===== src/rtl/aes_round_ctrl.sv =====
// AES-128 round sequencer: drives an external SubBytes stage and applies ShiftRows/MixColumns/AddRoundKey.
// Optional build macro AES_SUB_TIMEOUT_EN adds a SUB_WAIT timeout, the ERR state and the err port.
module aes_round_ctrl #(
    parameter int TIMEOUT_CYCLES = 15
) (
    input  logic         clk,
    input  logic         rst,
    input  logic         start,
    input  logic         abort,
    input  logic [127:0] pt,
    input  logic [127:0] round_key,
    output logic [3:0]   round_idx,
    output logic         sub_en,
    output logic [127:0] sub_data,
    input  logic         sub_valid,
    input  logic [127:0] sub_result,
    output logic         busy,
    output logic         done,
    output logic [127:0] ct
`ifdef AES_SUB_TIMEOUT_EN
    ,
    output logic         err
`endif
);

    typedef enum logic [2:0] {
        IDLE,
        ARK0,
        SUB_REQ,
        SUB_WAIT,
        ROUND,
        DONE
`ifdef AES_SUB_TIMEOUT_EN
        ,
        ERR
`endif
    } fsm_t;

    fsm_t         r_fsm;
    logic [127:0] r_ptLatch;
    logic [127:0] r_aesState;
    logic [127:0] r_ct;
    logic [3:0]   r_roundIdx;
    logic         r_subEn;
    logic         r_busy;
    logic         r_done;
    logic [127:0] w_shifted;
    logic [127:0] w_mixed;
    logic [127:0] w_roundOut;

`ifdef AES_SUB_TIMEOUT_EN
    localparam int CNT_W = (TIMEOUT_CYCLES < 2) ? 1 : $clog2(TIMEOUT_CYCLES + 1);
    logic [CNT_W-1:0] r_waitCnt;
    logic             r_err;
    assign err = r_err;
`endif

    function automatic logic [7:0] xtime(input logic [7:0] b);
        return {b[6:0], 1'b0} ^ (b[7] ? 8'h1b : 8'h00);
    endfunction

    function automatic logic [31:0] mixColumn(input logic [31:0] c);
        logic [7:0] a0, a1, a2, a3;
        {a0, a1, a2, a3} = c;
        return {xtime(a0) ^ xtime(a1) ^ a1 ^ a2 ^ a3,
                a0 ^ xtime(a1) ^ xtime(a2) ^ a2 ^ a3,
                a0 ^ a1 ^ xtime(a2) ^ xtime(a3) ^ a3,
                xtime(a0) ^ a0 ^ a1 ^ a2 ^ xtime(a3)};
    endfunction

    // Byte 4*c+r is row r of column c; row r rotates left by r columns.
    function automatic logic [127:0] shiftRows(input logic [127:0] s);
        logic [127:0] o;
        o = '0;
        for (int c = 0; c < 4; c++) begin
            for (int r = 0; r < 4; r++) begin
                o[127-8*(4*c+r) -: 8] = s[127-8*(4*((c+r)%4)+r) -: 8];
            end
        end
        return o;
    endfunction

    function automatic logic [127:0] mixColumns(input logic [127:0] s);
        logic [127:0] o;
        o = '0;
        for (int c = 0; c < 4; c++) begin
            o[127-32*c -: 32] = mixColumn(s[127-32*c -: 32]);
        end
        return o;
    endfunction

    always_comb begin
        w_shifted  = shiftRows(r_aesState);
        w_mixed    = mixColumns(w_shifted);
        w_roundOut = ((r_roundIdx == 4'd10) ? w_shifted : w_mixed) ^ round_key;
    end

    assign round_idx = r_roundIdx;
    assign sub_en    = r_subEn;
    assign sub_data  = r_aesState;
    assign busy      = r_busy;
    assign done      = r_done;
    assign ct        = r_ct;

    // sub_en and done are one-cycle pulses, set on the transition into SUB_REQ/DONE.
    always_ff @(posedge clk or negedge rst) begin
        if (!rst) begin
            r_fsm      <= IDLE;
            r_ptLatch  <= '0;
            r_aesState <= '0;
            r_ct       <= '0;
            r_roundIdx <= '0;
            r_subEn    <= 1'b0;
            r_busy     <= 1'b0;
            r_done     <= 1'b0;
`ifdef AES_SUB_TIMEOUT_EN
            r_waitCnt  <= '0;
            r_err      <= 1'b0;
`endif
        end else begin
            r_subEn <= 1'b0;
            r_done  <= 1'b0;
            if (abort && (r_fsm != IDLE)) begin
                r_fsm      <= IDLE;
                r_busy     <= 1'b0;
                r_roundIdx <= '0;
`ifdef AES_SUB_TIMEOUT_EN
                r_err      <= 1'b0;
`endif
            end else begin
                case (r_fsm)
                    IDLE: begin
                        if (start && !abort) begin
                            r_ptLatch  <= pt;
                            r_roundIdx <= '0;
                            r_busy     <= 1'b1;
                            r_fsm      <= ARK0;
                        end
                    end
                    ARK0: begin
                        r_aesState <= r_ptLatch ^ round_key;
                        r_roundIdx <= 4'd1;
                        r_subEn    <= 1'b1;
                        r_fsm      <= SUB_REQ;
                    end
                    SUB_REQ: begin
`ifdef AES_SUB_TIMEOUT_EN
                        r_waitCnt <= '0;
`endif
                        r_fsm <= SUB_WAIT;
                    end
                    SUB_WAIT: begin
                        if (sub_valid) begin
                            r_aesState <= sub_result;
                            r_fsm      <= ROUND;
                        end
`ifdef AES_SUB_TIMEOUT_EN
                        else if (r_waitCnt == CNT_W'(TIMEOUT_CYCLES - 1)) begin
                            r_err <= 1'b1;
                            r_fsm <= ERR;
                        end else begin
                            r_waitCnt <= r_waitCnt + 1'b1;
                        end
`endif
                    end
                    ROUND: begin
                        r_aesState <= w_roundOut;
                        if (r_roundIdx == 4'd10) begin
                            r_ct       <= w_roundOut;
                            r_roundIdx <= '0;
                            r_done     <= 1'b1;
                            r_fsm      <= DONE;
                        end else begin
                            r_roundIdx <= r_roundIdx + 4'd1;
                            r_subEn    <= 1'b1;
                            r_fsm      <= SUB_REQ;
                        end
                    end
                    DONE: begin
                        r_busy <= 1'b0;
                        r_fsm  <= IDLE;
                    end
`ifdef AES_SUB_TIMEOUT_EN
                    ERR: begin
                        r_fsm <= ERR;
                    end
`endif
                    default: begin
                        r_busy <= 1'b0;
                        r_fsm  <= IDLE;
                    end
                endcase
            end
        end
    end

endmodule


===== config.mk =====
export PLATFORM = sky130hd
export DESIGN_NAME = aes_round_ctrl
export DESIGN_NICKNAME = d
export VERILOG_FILES = /design/src/rtl/aes_round_ctrl.sv
export SDC_FILE = /design/constraint.sdc
export NUM_CORES = 1
export LEC_CHECK = 0
export BUFFER_PORTS_ARGS = -buffer_cell sky130_fd_sc_hd__buf_2
export CORE_ASPECT_RATIO = 0.8
export CORE_MARGIN = 5
export CORE_UTILIZATION = 40
export DETAILED_ROUTE_END_ITERATION = 6
export PLACE_DENSITY_LB_ADDON = 0.1
export SYNTH_ARGS = -nofsm -noshare
export SYNTH_HDL_FRONTEND = slang
export SYNTH_SLANG_ARGS = --single-unit

===== constraint.sdc =====
create_clock -name clk -period 2.5 [get_ports clk]
set_input_delay 0.25 -clock clk [delete_from_list [all_inputs] [get_ports clk]]
set_output_delay 0.25 -clock clk [all_outputs]
set_load 0.01 [all_outputs]

==> impl_metrics.py, run 1 <==
metrics = {
    "timing": {
        "fin_ws_ns": 0.0432,
        "period_needed_ns": 2.46,
        "rsz0062_at_grt": "true",
        "fin_crit_sh": 0.983,
        "tns_ns": 0,
        "tightest_slew_ns": 0.961,
        "setup_viol": 0,
        "hold_violations": 0,
        "drv_slew": 0,
        "fin_skew_ns": 0.0349,
        "relSlewSlack": 0.355,
        "max_freq_mhz": 407,
    },
    "cts": {
        "clk_pin_slew_ns": 0.06,
        "cts_max_path_buffers": 3,
        "cts_tree": "done",
        "clk_latency_ns": 0.61,
        "ctsRootBufferMaster": "clkbuf_16",
        "numCtsBuffers": 47,
        "ctsHtreeMaxLevel": 2,
        "clock-sinks": 394,
    },
    "power_and_ir_drop": {
        "pwr-share-comb": 0.615,
        "switching_share": 0.460,
        "power.switching_mw": 23.1,
        "intPower_mw": 27.1,
        "p_leak_nw": 14.8,
        "vdd_drop_max_v": 0.000704,
        "pwr-share-seq": 0.243,
        "p_per_area_mw_per_mm2": 1440,
        "p_clk_frac": 0.142,
    },
    "cells_and_area": {
        "areaGrowthSynthToFinish_pct": 32.3,
        "fill_cells": 6056,
        "final_core_util": 0.531,
        "stdcell_area_sq_mm": 0.0347,
        "fin_nets": 3944,
        "drive_above_1_share": 0.302,
    },
    "setup_path": {
        "cpMostUsedCell": "buf_4",
        "worstSetupStartpoint": "r_fsm[0]$_DFFE_PN0P_",
        "r2r_slack_ns": 0.04,
        "critical_path_required_ns": 2.97,
        "path_max_fanout": 33,
        "worstPathCellList": "buf_4 -> nor3b_4 -> nor2_4 -> buf_12 -> a221oi_1 -> buf_4 -> o2bb2ai_1",
        "cpPeakStageDelay_ns": 0.61,
        "critPathLaunchType": "register",
        "path_class": "reg2reg",
        "critPathSlowestCell": "a221oi_1",
        "r2r-start": "r_fsm[0]$_DFFE_PN0P_",
        "arrival_ns": 2.92,
        "critPathCaptureType": "register",
    },
    "synthesis": {
        "netlist_instances": 2745,
        "netlist_top_cells_count": "xnor2_1, dfrtp_1, nor2_1",
        "synth_most_common_cell": "xnor2_1",
        "avgSynthCellArea_sq_um": 9.56,
        "post-synth-top-area-fraction": 0.376,
        "ys_ff_latch": 394,
        "synth-seq-area-share": 0.376,
        "yosysWarnings": 0,
        "synth_ff_type": "dfrtp_1",
        "synthTopCellsByArea": "dfrtp_1, xnor2_1, xor2_1",
        "synth_edf_count": 0,
        "yosysTopAreaCell": "dfrtp_1",
        "synthDistinctLibCells": 65,
        "synth_area_sq_mm": 0.0262,
        "synth_fp_nets": 3136,
        "synthArstFlopShare": 1.00,
    },
    "floorplanning": {
        "initial_utilization": 0.401,
        "pin_count": 652,
        "rows": 84,
        "die_height_um": 239,
        "die_x_um": 296,
        "die-area_sq_mm": 0.0709,
        "coreArea_sq_mm": 0.0654,
    },
    "placed_design": {
        "dp_hpwl_mm": 97.6,
        "dpl_worst_slack_ns": -0.308,
        "gp_congestion": 0.931,
        "placed_cell_area_sq_mm": 0.0311,
        "io_buffer_count": 651,
    },
    "global_route": {
        "overflow": 0,
        "grt_pass1_wl_mm": 182,
        "gr-usage-all-layers": 0.350,
        "antenna_found_initial": 13,
        "grt_max_degree": 85,
        "grt_pass1_vias": 25625,
    },
    "job": {
        "cap_violations": 0,
    },
    "detailed_routing": {
        "vias": 25430,
        "wl_met2_mm": 59.1,
        "drt-pass1-iter-count": 7,
        "totalWireLength_mm": 129,
        "wl_per_cell_um": 28.9,
        "route.detailed.vias_per_inst": 5.71,
        "wl_met1_mm": 53.6,
        "drtIter0Drc": 2276,
        "drtAntennaViolNets": 0,
        "dr_wl_met3_mm": 11.5,
        "post-route-drc-count": 2,
        "routed.top_layer": "met5",
    },
    "outcome": {
        "violations": "design-rule violations",
        "status": "finished, violations left",
    },
    "worst_hold_path": {
        "hold_path.class": "in2reg",
        "worstHoldStart": "sub_result[80]",
    },
}
==> cells by family after synthesis <==
kind of cell / Yosys count / synth area share
xor gates and xnor gates: 698 / 0.247
AOI/OAI and AO/OA: 673 / 0.168
and+or+nand+nor: 554 / 0.0997
DFF: 394 / 0.376
buffers and inverters: 291 / 0.0524
muxes: 133 / 0.0569
adders and majority gates: 2 / 0.000953
==> layer usage <==
metal | track usage | up-vias
met2 | 0.562 | 1307
met4 | 0.114 | 6
met3 | 0.0788 | 235
met1 | 0.472 | 12694
li1 | - | 11188
met5 | 0 | -
==> final timing paths <==
kind,cells past startpoint,end
worst max-delay path,7,sub_data[35]$_DFFE_PN0P_
worst min-delay path,3,sub_data[80]$_DFFE_PN0P_
min in group asynchronous,2,r_ptLatch[93]$_DFFE_PN0P_
max in group asynchronous,3,sub_data[19]$_DFFE_PN0P_
worst min register to register,1,ct[18]$_DFFE_PN0P_
worst max register to register,7,sub_data[35]$_DFFE_PN0P_
==> critical path: cells and delay by family (launching register included) <==
kind	cells	cell delay (ns)
AO/OA/AOI/OAI	2	0.70
buffers and inverters	3	0.61
flip-flops	1	0.51
AND/OR/NAND/NOR	2	0.45
==> flip-flops by register name (all words and copies together) (netlist names) <==
name,cells
round_idx,4
sub_en,1
r_ptLatch,128
done,1
r_fsm,3
ct,128
busy,1
sub_data,128
==> cell type report <==
class	count	area [sq um]	share of cell area
Clock inverter	12	130	0.00375
Tap cell	860	1080	0.0310
Inverter	8	30.0	0.000865
Timing Repair Buffer	1042	7080	0.204
Antenna cell	8	20.0	0.000576
Clock buffer	71	1410	0.0405
Sequential cell	394	9870	0.284
Multi-Input combinational cell	2060	15100	0.435
==> what timing repair did <==
| item | CTS | global route |
|---|---|---|
| endpoints found under the setup margin | 4 | 5 |
| buffers inserted | 0 | 4 |
| hold buffers | 202 | 0 |
| gates resized for setup | 5 | 3 |
| endpoints found under the hold margin | 254 | 0 |
| pin swaps | 0 | 1 |
==> cells in the final DEF, fill, tap and decap left out, types with 6 or more instances in the layout <==
master and n:
clkinv_2 6, buf_2 650, o21ai_0 72, inv_1 8, mux2_2 130, o221ai_1 53, buf_4 159, nor2_1 304
a21oi_1 189, clkbuf_8 12, nor3b_1 13, diode_2 8, o21ai_1 14, dlygate4sd3_1 202, xnor3_1 20, a221oi_2 10
a31oi_1 49, clkbuf_16 48, nand2_1 52, o32ai_1 7, nor3_1 14, clkbuf_1 11, a211o_1 6, dfrtp_1 391
nor2b_1 45, a221oi_1 87, nand2b_1 97, buf_12 29, o22ai_1 155, xnor2_1 483, xor2_1 188
==> power by group through the flow <==
stage / combinational, mW / sequential, mW / clock, mW
after global routing: 32.7 / 12.3 / 7.41
after floorplan: 21.4 / 10.0 / 0
after CTS: 30.7 / 12.0 / 7.18
after detailed placement: 30.2 / 12.1 / 0
after global placement: 30.0 / 12.1 / 0
final: 30.8 / 12.2 / 7.12
==> metrics by stage <==
step / hold WS, ns / std cells / power [mW]
after floorplan: -0.0456 / 2745 / 31.4
after global placement: 0.276 / 4158 / 42.1
after detailed placement: 0.271 / 4158 / 42.3
after CTS: 0.00102 / 4443 / 49.9
after global routing: 0.0181 / 4451 / 52.4
final: 0.0199 / 4455 / 50.2
No activity file was read; power rests on OpenSTA's default activity.
==> inputs of run 2 (changes only) <==
--- a/config.mk
+++ b/config.mk
@@ -10,7 +10,8 @@
 export CORE_MARGIN = 5
 export CORE_UTILIZATION = 40
 export DETAILED_ROUTE_END_ITERATION = 6
-export PLACE_DENSITY_LB_ADDON = 0.1
+export MAX_ROUTING_LAYER = met4
+export PLACE_DENSITY = 0.7
 export SYNTH_ARGS = -nofsm -noshare
 export SYNTH_HDL_FRONTEND = slang
 export SYNTH_SLANG_ARGS = --single-unit
==> run 2 against run 1 <==
The run now ends clean. Cell count up 0.25%. Combinational power down 2%. Routed wire length is 3.2% lower. Power is 0.89% lower. Maximum frequency grew 2.7%. Utilization is essentially flat. Clock skew decreased by 0.024 ns. Flip-flop and latch count unchanged. Largest cell class unchanged. Critical endpoint is now sub_data[14]$_DFFE_PN0P_. Critical path type unchanged. Global-route usage fell by 0.17 points. Critical path depth decreased by 1.
==> impl_metrics.py, run 2 (same netlist as run 1, synthesis figures left out) <==
metrics = {
    "outcome": {
        "status": "finished clean",
    },
    "floorplanning": {
        "coreArea_sq_mm": 0.0654,
        "die_x_um": 296,
        "rows": 84,
        "pin_count": 652,
        "die-area_sq_mm": 0.0709,
        "initial_utilization": 0.401,
        "die_height_um": 239,
    },
    "setup_path": {
        "cpMostUsedCell": "buf_4",
        "cp_num_buf_inv": 2,
        "critPathCaptureType": "register",
        "path_max_fanout": 15,
        "r2r-end": "sub_data[14]$_DFFE_PN0P_",
        "critPathSlowestCell": "nor4b_4",
        "arrival_ns": 2.92,
        "path_class": "reg2reg",
        "worstPathCellList": "buf_4 -> nor4b_4 -> nand2_1 -> buf_4 -> o22ai_1 -> a211o_1",
        "cp_top_family": "simple AND/OR/NAND/NOR gates",
        "r2r_cells": 6,
        "critical_path_required_ns": 3.03,
        "r2r-start": "r_fsm[0]$_DFFE_PN0P_",
        "critPathLaunchType": "register",
        "r2r_slack_ns": 0.11,
        "cpPeakStageDelay_ns": 0.68,
    },
    "detailed_routing": {
        "vias": 25696,
        "drtIter0Drc": 2665,
        "wl_per_cell_um": 27.9,
        "drtAntennaViolNets": 0,
        "drt-pass1-iter-count": 6,
        "route.detailed.vias_per_inst": 5.75,
        "post-route-drc-count": 0,
        "totalWireLength_mm": 125,
    },
    "placed_design": {
        "io_buffer_count": 651,
        "placed_cell_area_sq_mm": 0.0310,
        "gp_congestion": 0.955,
        "dpl.cell_count": 4148,
        "dp_hpwl_mm": 94.4,
    },
    "power_and_ir_drop": {
        "vdd_drop_max_v": 0.000633,
        "p_per_area_mw_per_mm2": 1430,
        "p_leak_nw": 14.8,
    },
    "cts": {
        "cts_tree": "done",
        "numCtsBuffers": 47,
        "ctsRootBufferMaster": "clkbuf_16",
        "cts_max_path_buffers": 3,
        "clk_pin_slew_ns": 0.07,
        "clock-sinks": 394,
        "ctsHtreeMaxLevel": 2,
        "clk_latency_ns": 0.58,
    },
    "cells_and_area": {
        "final_core_util": 0.531,
        "layout_common_cells": "buf_2, xnor2_1, dfrtp_1",
        "stdcell_area_sq_mm": 0.0347,
        "drive_above_1_share": 0.301,
        "fin_cells": 4466,
        "mostFrequentLayoutCell": "buf_2",
        "fin_nets": 3928,
        "fill_cells": 5850,
        "areaGrowthSynthToFinish_pct": 32.3,
    },
    "global_route": {
        "gr-usage-all-layers": 0.348,
        "overflow": 0,
        "grt_max_degree": 84,
        "antenna_found_initial": 29,
        "grt_pass1_vias": 25414,
        "grt_pass1_wl_mm": 177,
    },
    "timing": {
        "max_freq_mhz": 418,
        "fin_skew_ns": 0.0109,
        "hold_violations": 0,
        "relSlewSlack": 0.399,
        "tightest_slew_ns": 0.895,
        "holdWs_ns": 0.0248,
        "period_needed_ns": 2.39,
        "setup_viol": 0,
        "drv_slew": 0,
        "fin_crit_sh": 0.957,
        "rsz0062_at_grt": "false",
    },
    "worst_hold_path": {
        "worstHoldStart": "round_key[33]",
        "hold_path.class": "in2reg",
        "min_to": "ct[33]$_DFFE_PN0P_",
        "hold_path_depth": 3,
    },
    "job": {
        "cap_violations": 0,
    },
}
## run 2: cell count changes in the layout (fill, tap and decap cells not counted), moves of 2 or more
cell	before	now
diode_2	8	33
buf_4	159	146
inv_6	1	3
clkinv_2	6	8
a221oi_1	87	89
clkbuf_1	11	4
dlygate4sd3_1	202	200
clkbuf_8	12	18
## run 2: worst register-to-register path: cells and delay by family (launching register included)
family	cells	cell delay (ns)
AO/OA/AOI/OAI	2	0.41
flip-flops	1	0.43
AND/OR/NAND/NOR	2	0.99
buffers and inverters	2	0.51
## run 2: final cells by class
| cell class | count | area, sq um | area share |
|---|---|---|---|
| Timing Repair Buffer | 1026 | 6950 | 0.200 |
| Inverter | 8 | 30.0 | 0.000865 |
| Multi-Input combinational cell | 2060 | 15100 | 0.435 |
| Sequential cell | 394 | 9860 | 0.284 |
| Antenna cell | 33 | 82.6 | 0.00238 |
| Tap cell | 860 | 1080 | 0.0310 |
| Clock buffer | 71 | 1490 | 0.0429 |
| Clock inverter | 14 | 113 | 0.00324 |
## run 2: metrics by stage
step	power (mW)	setup TNS, ns	setup WS [ns]
2_1_floorplan	31.4	0	0.489
3_3_place_gp	41.4	-0.0485	-0.0485
3_5_place_dp	41.7	-0.0278	-0.0215
4_1_cts	49.4	0	0.0799
5_1_grt	52.1	0	0.0184
6_report	49.7	0	0.107
## run 2: per-layer routing
layer / share of wire / vias to the layer above / GRT usage
met5: 0 / - / -
met4: 0.039 / 0 / 0.119
met3: 0.11 / 305 / 0.0944
met2: 0.45 / 1560 / 0.534
met1: 0.40 / 12665 / 0.449
li1: - / 11166 / -
## run 2: power by group
group          internal (mW)  total (mW)  switching (mW)
logic                   14.6        30.1            15.5
registers               8.30        12.4            4.08
clock network           4.21        7.25            3.04
## run 2: how the worst max path moves through the flow
| stage | slack (ns) | startpoint | endpoint | depth (start not counted) |
|---|---|---|---|---|
| floorplan | 0.49 | round_idx[0]$_DFFE_PN0P_ | sub_data[73]$_DFFE_PN0P_ | 10 |
| global placement | -0.05 | r_fsm[2]$_DFFE_PN0P_ | sub_data[79]$_DFFE_PN0P_ | 6 |
| detailed placement | -0.02 | r_fsm[2]$_DFFE_PN0P_ | sub_data[79]$_DFFE_PN0P_ | 6 |
| CTS | 0.08 | r_fsm[2]$_DFFE_PN0P_ | sub_data[17]$_DFFE_PN0P_ | 6 |
| global route | 0.02 | round_idx[1]$_DFFE_PN0P_ | sub_data[9]$_DFFE_PN0P_ | 7 |
| finish | 0.11 | r_fsm[0]$_DFFE_PN0P_ | sub_data[14]$_DFFE_PN0P_ | 6 |
## run 2: repair_timing
action                     CTS  global route
gates cloned                 0             0
setup buffers                0             0
gates resized for setup      2             2
hold endpoints to repair   252             0
hold buffers               200             0
setup endpoints to repair    2             4
